===== src/rtl/cam_pkg.sv =====
// Shared types and default geometry for the camera capture block.
package cam_pkg;

    localparam int unsigned DEF_H_PIXELS = 640;
    localparam int unsigned DEF_V_LINES  = 480;

    typedef struct packed {
        logic [4:0] r;
        logic [5:0] g;
        logic [4:0] b;
    } rgb565_t;

    typedef enum logic [1:0] {
        ST_IDLE,
        ST_WAIT_BLANK,
        ST_WAIT_ACTIVE,
        ST_CAPTURE
    } cam_state_e;

endpackage


===== src/rtl/sync_edge.sv =====
// Multi-flop synchronizer for one asynchronous bit with rise/fall detection
// on the synchronized level.
module sync_edge #(
    parameter int unsigned SYNC_STAGES = 2
) (
    input  logic clk_i,
    input  logic rst_n_i,
    input  logic d_i,
    output logic level_o,
    output logic rise_o,
    output logic fall_o
);

    logic [SYNC_STAGES-1:0] sync_q, sync_d;
    logic                   prev_q, prev_d;

    always_comb begin
        sync_d = {sync_q[SYNC_STAGES-2:0], d_i};
        prev_d = sync_q[SYNC_STAGES-1];
    end

    always_ff @(posedge clk_i) begin
        if (!rst_n_i) begin
            sync_q <= '0;
            prev_q <= 1'b0;
        end else begin
            sync_q <= sync_d;
            prev_q <= prev_d;
        end
    end

    assign level_o = sync_q[SYNC_STAGES-1];
    assign rise_o  = level_o & ~prev_q;
    assign fall_o  = ~level_o & prev_q;

endmodule


===== src/rtl/cam_capture.sv =====
// DVP-style camera capture: synchronizes the camera bus into clk_i, assembles
// byte pairs into RGB565 pixels and hands them out on a valid/ready port.
module cam_capture
    import cam_pkg::*;
#(
    parameter int unsigned SYNC_STAGES = 2,
    parameter int unsigned H_PIXELS    = DEF_H_PIXELS,
    parameter int unsigned V_LINES     = DEF_V_LINES
) (
    input  logic                        clk_i,
    input  logic                        rst_n_i,
    input  logic                        enable_i,
    input  logic                        cam_pclk_i,
    input  logic                        cam_vsync_i,
    input  logic                        cam_href_i,
    input  logic [7:0]                  cam_data_i,
    output logic [15:0]                 pixel_o,
    output logic                        pixel_valid_o,
    input  logic                        pixel_ready_i,
    output logic [$clog2(H_PIXELS)-1:0] col_o,
    output logic [$clog2(V_LINES)-1:0]  row_o,
    output logic                        frame_start_o,
    output logic                        line_end_o,
    output logic                        frame_end_o,
    output logic                        overflow_o,
    output logic                        size_err_o
);

    localparam int unsigned CW = $clog2(H_PIXELS);
    localparam int unsigned RW = $clog2(V_LINES);
    localparam logic [CW-1:0] COL_MAX = CW'(H_PIXELS - 1);
    localparam logic [RW-1:0] ROW_MAX = RW'(V_LINES - 1);

    logic pc_level, pc_rise, pc_fall;
    logic hr_level, hr_rise, hr_fall;
    logic vs_level, vs_rise, vs_fall;
    logic unused_edges;

    sync_edge #(.SYNC_STAGES(SYNC_STAGES)) u_pclk (
        .clk_i(clk_i), .rst_n_i(rst_n_i), .d_i(cam_pclk_i),
        .level_o(pc_level), .rise_o(pc_rise), .fall_o(pc_fall)
    );
    sync_edge #(.SYNC_STAGES(SYNC_STAGES)) u_href (
        .clk_i(clk_i), .rst_n_i(rst_n_i), .d_i(cam_href_i),
        .level_o(hr_level), .rise_o(hr_rise), .fall_o(hr_fall)
    );
    sync_edge #(.SYNC_STAGES(SYNC_STAGES)) u_vsync (
        .clk_i(clk_i), .rst_n_i(rst_n_i), .d_i(cam_vsync_i),
        .level_o(vs_level), .rise_o(vs_rise), .fall_o(vs_fall)
    );
    assign unused_edges = pc_level ^ pc_fall ^ hr_rise;

    // Same depth as the control bits so the byte is aligned with its pclk edge.
    logic [SYNC_STAGES-1:0][7:0] dsync_q, dsync_d;
    logic [7:0]                  data_s;
    assign dsync_d = {dsync_q[SYNC_STAGES-2:0], cam_data_i};
    assign data_s  = dsync_q[SYNC_STAGES-1];

    cam_state_e    state_q, state_d;
    logic [7:0]    hi_q, hi_d;
    logic          toggle_q, toggle_d;
    logic [CW-1:0] col_cnt_q, col_cnt_d;
    logic          col_full_q, col_full_d;
    logic [RW-1:0] row_cnt_q, row_cnt_d;
    logic          row_full_q, row_full_d;
    rgb565_t       pixel_q, pixel_d;
    logic          valid_q, valid_d;
    logic [CW-1:0] col_q, col_d;
    logic [RW-1:0] row_q, row_d;
    logic          fs_q, fs_d, le_q, le_d, fe_q, fe_d;
    logic          ovf_q, ovf_d, serr_q, serr_d;

    always_comb begin
        state_d    = state_q;
        hi_d       = hi_q;
        toggle_d   = toggle_q;
        col_cnt_d  = col_cnt_q;
        col_full_d = col_full_q;
        row_cnt_d  = row_cnt_q;
        row_full_d = row_full_q;
        pixel_d    = pixel_q;
        valid_d    = valid_q & ~pixel_ready_i;
        col_d      = col_q;
        row_d      = row_q;
        fs_d       = 1'b0;
        le_d       = 1'b0;
        fe_d       = 1'b0;
        ovf_d      = ovf_q;
        serr_d     = serr_q;

        unique case (state_q)
            ST_IDLE: if (enable_i) state_d = ST_WAIT_BLANK;
            ST_WAIT_BLANK: if (vs_level) state_d = ST_WAIT_ACTIVE;
            ST_WAIT_ACTIVE: begin
                if (vs_fall) begin
                    state_d    = ST_CAPTURE;
                    fs_d       = 1'b1;
                    toggle_d   = 1'b0;
                    col_cnt_d  = '0;
                    col_full_d = 1'b0;
                    row_cnt_d  = '0;
                    row_full_d = 1'b0;
                    ovf_d      = 1'b0;
                    serr_d     = 1'b0;
                end
            end
            ST_CAPTURE: begin
                if (vs_rise) begin
                    // Also the mid-line abort path: no line_end for a cut line.
                    state_d    = enable_i ? ST_WAIT_ACTIVE : ST_IDLE;
                    fe_d       = 1'b1;
                    toggle_d   = 1'b0;
                    col_cnt_d  = '0;
                    col_full_d = 1'b0;
                    row_cnt_d  = '0;
                    row_full_d = 1'b0;
                end else if (hr_fall) begin
                    le_d       = 1'b1;
                    toggle_d   = 1'b0;
                    col_cnt_d  = '0;
                    col_full_d = 1'b0;
                    if (row_cnt_q == ROW_MAX) row_full_d = 1'b1;
                    else                      row_cnt_d  = row_cnt_q + 1'b1;
                end else if (pc_rise && hr_level) begin
                    if (!toggle_q) begin
                        hi_d     = data_s;
                        toggle_d = 1'b1;
                    end else begin
                        toggle_d = 1'b0;
                        if (col_full_q || row_full_q) begin
                            serr_d = 1'b1;
                        end else begin
                            if (col_cnt_q == COL_MAX) col_full_d = 1'b1;
                            else                      col_cnt_d  = col_cnt_q + 1'b1;
                            if (valid_q && !pixel_ready_i) begin
                                ovf_d = 1'b1;
                            end else begin
                                pixel_d = rgb565_t'({hi_q, data_s});
                                col_d   = col_cnt_q;
                                row_d   = row_cnt_q;
                                valid_d = 1'b1;
                            end
                        end
                    end
                end
            end
            default: state_d = ST_IDLE;
        endcase
    end

    always_ff @(posedge clk_i) begin
        if (!rst_n_i) begin
            state_q    <= ST_IDLE;
            dsync_q    <= '0;
            hi_q       <= '0;
            toggle_q   <= 1'b0;
            col_cnt_q  <= '0;
            col_full_q <= 1'b0;
            row_cnt_q  <= '0;
            row_full_q <= 1'b0;
            pixel_q    <= '0;
            valid_q    <= 1'b0;
            col_q      <= '0;
            row_q      <= '0;
            fs_q       <= 1'b0;
            le_q       <= 1'b0;
            fe_q       <= 1'b0;
            ovf_q      <= 1'b0;
            serr_q     <= 1'b0;
        end else begin
            state_q    <= state_d;
            dsync_q    <= dsync_d;
            hi_q       <= hi_d;
            toggle_q   <= toggle_d;
            col_cnt_q  <= col_cnt_d;
            col_full_q <= col_full_d;
            row_cnt_q  <= row_cnt_d;
            row_full_q <= row_full_d;
            pixel_q    <= pixel_d;
            valid_q    <= valid_d;
            col_q      <= col_d;
            row_q      <= row_d;
            fs_q       <= fs_d;
            le_q       <= le_d;
            fe_q       <= fe_d;
            ovf_q      <= ovf_d;
            serr_q     <= serr_d;
        end
    end

    assign pixel_o       = pixel_q;
    assign pixel_valid_o = valid_q;
    assign col_o         = col_q;
    assign row_o         = row_q;
    assign frame_start_o = fs_q;
    assign line_end_o    = le_q;
    assign frame_end_o   = fe_q;
    assign overflow_o    = ovf_q;
    assign size_err_o    = serr_q;

endmodule


===== config.mk =====
export PLATFORM = sky130hd
export DESIGN_NAME = cam_capture
export DESIGN_NICKNAME = d
export VERILOG_FILES = /design/src/rtl/cam_pkg.sv /design/src/rtl/sync_edge.sv /design/src/rtl/cam_capture.sv
export SDC_FILE = /design/constraint.sdc
export NUM_CORES = 1
export LEC_CHECK = 0
export CAP_MARGIN = 20
export CORE_ASPECT_RATIO = 1.2
export CORE_MARGIN = 2
export CORE_UTILIZATION = 53
export DETAILED_ROUTE_END_ITERATION = 12
export PLACE_DENSITY = 0.85
export SETUP_SLACK_MARGIN = 0.15
export SLEW_MARGIN = 20
export SYNTH_ARGS = -nofsm -noshare
export SYNTH_HDL_FRONTEND = slang
export SYNTH_SLANG_ARGS = --single-unit

===== constraint.sdc =====
create_clock -name clk_i -period 2.5 [get_ports clk_i]
set_input_delay 0.5 -clock clk_i [delete_from_list [all_inputs] [get_ports clk_i]]
set_output_delay 0.5 -clock clk_i [all_outputs]
set_load 0.05 [all_outputs]

==> results.py <==
metrics = {
    "yosys": {
        "syn_inst": 418,
        "syn_nets": 435,
        "ys_seq_area_share_pct": 53.3,
        "yosys_warnings": 0,
        "ys_ff_latch": 98,
        "netlist_area_mm2": 0.00368,
        "synth.distinct_cells": 43,
        "syn_area_per_cell_um2": 8.80,
    },
    "timing": {
        "setup_viol_count_final": 0,
        "whs_ns": 0.439,
        "fin_crit_sh_pct": 85.1,
        "max_slew_margin_pct": 53.5,
        "rsz0062_at_grt": "false",
        "fmax_mhz": 470,
        "fin_setup_tns_ns": 0,
        "finalMaxSlewViolations": 0,
        "worstMarginPinSlew_ns": 0.695,
        "hold_violations": 0,
        "fin_crit_ns": 2.13,
        "skew_ns": 0.00993,
    },
    "worst_hold_path": {
        "worstHoldStart": "dsync_d[9]$_SDFF_PN0_",
        "min-delay-path-class": "reg2reg",
    },
    "detailed_routing": {
        "drt_iter0_markers": 192,
        "wire_per_inst_um": 13.2,
        "avgViaCountPerCell": 5.40,
        "routed_wl_um": 7490,
        "ant_nets": 0,
        "drc": 0,
        "drt-pass1-iter-count": 4,
        "via_count": 3072,
    },
    "cts": {
        "htreeDepth": 3,
        "post_cts_resized": 0,
        "clkSinkCount": 98,
        "cts_tree": "done",
        "cts-root-buf": "clkbuf_8",
        "cts_made_buffers": 9,
        "clk_path_buf_depth": 2,
        "post-cts-setup-buffers": 0,
        "holdBufCountCts": 0,
        "cts.clk_slew.worst_paths_ns": 0.09,
        "clk_latency_ns": 0.36,
    },
    "finish": {
        "final_core_util_pct": 67.4,
        "fillCellCount": 558,
        "drive_above_1_share_pct": 7.47,
        "area_growth_pct": 23.9,
        "finalInstanceArea_mm2": 0.00456,
        "stdcell_count": 569,
        "insertedDiodeCount": 0,
        "final_nets": 494,
    },
    "critical_path": {
        "r2r_setup_slack_ns": 0.37,
        "crit_cells": 6,
        "cp.required_ns": 2.79,
        "critPathMaxFanout": 19,
        "cp-start-kind": "flip-flop",
        "critPathArrivalTime_ns": 2.42,
        "endpoint_kind": "flip-flop",
        "r2r_cells": 6,
        "slowest_stage": "nor3_4",
        "critical_path.cell_chain": "and2b_1 > or3_1 > nor3_4 > buf_8 > nand2_1 > a21oi_1",
        "path_delay_family": "simple AND/OR/NAND/NOR gates",
        "critical_path_class": "reg2reg",
        "startpoint": "u_vsync.prev_q$_SDFF_PN0_",
        "timing.rr.end": "row_o[7]$_SDFFE_PN0P_",
        "cp_slowest_stage_delay_ns": 0.61,
        "regToRegStartpoint": "u_vsync.prev_q$_SDFF_PN0_",
        "cp-endpoint": "row_o[7]$_SDFFE_PN0P_",
        "crit_buf_inv": 1,
    },
    "power_and_ir_drop": {
        "p_leak_nw": 1.59,
        "cellPowerDensity_mw_per_mm2": 595,
        "ir_worst_vdd_mv": 0.398,
    },
    "placement": {
        "portBuffers": 55,
        "placed_cell_area_mm2": 0.00435,
        "place_inst": 553,
        "place.gp.congestion": 0.861,
        "dp_hpwl_um": 5320,
    },
    "floorplanning": {
        "placementRows": 33,
        "core-area_mm2": 0.00677,
        "io_pins": 56,
        "die_h_um": 95.3,
        "die_area_mm2": 0.00763,
        "die_w_um": 80.1,
        "start_util_pct": 54.3,
    },
    "grt": {
        "grt_pass1_vias": 2818,
        "grt_util_all_layers_pct": 21.3,
        "overflow": 0,
        "grt_max_degree": 29,
        "antenna_found_initial": 0,
        "grt_pass1_wl_um": 12800,
    },
    "run_status": {
        "status": "completed",
    },
    "flow_run": {
        "cap_violations": 0,
    },
}
## power breakdown
group          switching [mW]  total [mW]  leakage (nW)  internal [mW]
Sequential            0.00765        1.59         0.794           1.58
Clock                   0.540        1.04         0.108          0.500
Combinational          0.0433      0.0862         0.692         0.0430
Total                   0.591        2.71          1.59           2.12
## worst register-to-register path: stages (launching register included)
cell,delay (ns)
dfxtp_1,0.41
and2b_1,0.21
or3_1,0.39
nor3_4,0.61
buf_8,0.24
nand2_1,0.08
a21oi_1,0.12
## state kept, by name, summed over array words and instances (netlist names), 2 cells and up
name	count
row_cnt_q	9
row_o	9
col_cnt_q	10
pixel_o	16
dsync_d	8
u_pclk.sync_q	2
col_o	10
state_q	2
hi_q	8
u_vsync.sync_q	2
data_s	8
u_href.sync_q	2
## cell type report
cell class | count | area, µm² | area share (%)
tap | 87 | 109 | 2.39
clock inverter | 6 | 70.1 | 1.54
timing repair buffer | 71 | 678 | 14.9
inverter | 6 | 22.5 | 0.494
clock buffer | 10 | 138 | 3.02
multi-input combinational | 291 | 1580 | 34.7
sequential | 98 | 1960 | 43.0
## kinds of logic (layout without fill, tap and decap cells)
kind of cell	after synthesis	in the layout	synth area share (%)
xor+xnor	6	6	1.43
compound gates	81	81	12.5
flops	98	98	53.3
simple gates	194	194	25.9
mux	8	8	2.18
buf+inv	29	93	3.98
fa+ha+maj	2	2	0.680
## Yosys cell counts
library cell,number,area (µm²)
xor2_1,1,8.76
a21o_1,2,15.0
nor4_1,4,25.0
o21ai_1,1,5.00
nor2_1,30,113
nor2b_1,4,25.0
buf_2,6,30.0
nor4b_1,1,8.76
buf_1,1,3.75
and3_1,5,31.3
or4b_1,1,10.0
o21a_1,5,37.5
nand2b_1,2,12.5
a311oi_1,2,17.5
nor3_1,5,25.0
a31oi_1,3,18.8
buf_6,4,45.0
and2b_4,1,10.0
o22ai_1,1,6.26
or3_1,9,56.3
ha_1,2,25.0
inv_1,6,22.5
nand3b_1,1,7.51
o2111ai_1,1,8.76
and2_1,26,163
xnor2_1,5,43.8
nor3b_1,4,30.0
a41oi_1,3,26.3
and3b_1,2,17.5
a21oi_1,51,255
clkbuf_1,12,45.0
and4b_1,1,10.0
o31a_1,1,8.76
and2b_1,1,7.51
mux2i_1,8,80.1
o21ai_0,9,45.0
a22oi_1,1,7.51
nand3_1,11,55.1
nor3_4,1,16.3
dfxtp_1,98,1960
nand2_1,80,300
o211ai_1,1,7.51
nand4_1,5,31.3
## layout by cell type (no fill, tap or decap), drive strengths merged, types with 6 or more instances in the layout
master / count
dfxtp: 98
nand3: 11
a21oi: 51
clkbuf: 10
nor2: 30
nor3: 6
buf: 16
o21ai: 10
clkdlybuf4s50: 55
inv: 9
or3: 9
mux2i: 8
and2: 26
nand2: 80
## metal layers
metal / vias to the layer above / GRT usage (%) / part of all wire, %
met5: - / 0 / 0
met4: 0 / 9.60 / 1.7
met3: 13 / 3.31 / 4.8
met2: 94 / 36.0 / 50
met1: 1426 / 26.8 / 44
li1: 1539 / - / -
## stage by stage
stage	total power [mW]	worst slack (ns)
after floorplan	1.67	0.635
after global placement	1.71	0.132
after detailed placement	1.71	0.251
after CTS	2.73	0.283
after global routing	2.80	0.208
final	2.71	0.373
## how the worst min path moves through the flow
| stage | end | slack, ns | cells past startpoint |
|---|---|---|---|
| after floorplan | data_s[0]$_SDFF_PN0_ | 0.41 | 1 |
| after global placement | data_s[2]$_SDFF_PN0_ | 0.41 | 1 |
| after detailed placement | data_s[1]$_SDFF_PN0_ | 0.42 | 1 |
| after CTS | data_s[1]$_SDFF_PN0_ | 0.44 | 1 |
| after global routing | data_s[1]$_SDFF_PN0_ | 0.45 | 1 |
| final | data_s[1]$_SDFF_PN0_ | 0.44 | 1 |
(Power assumes the default switching activity.)
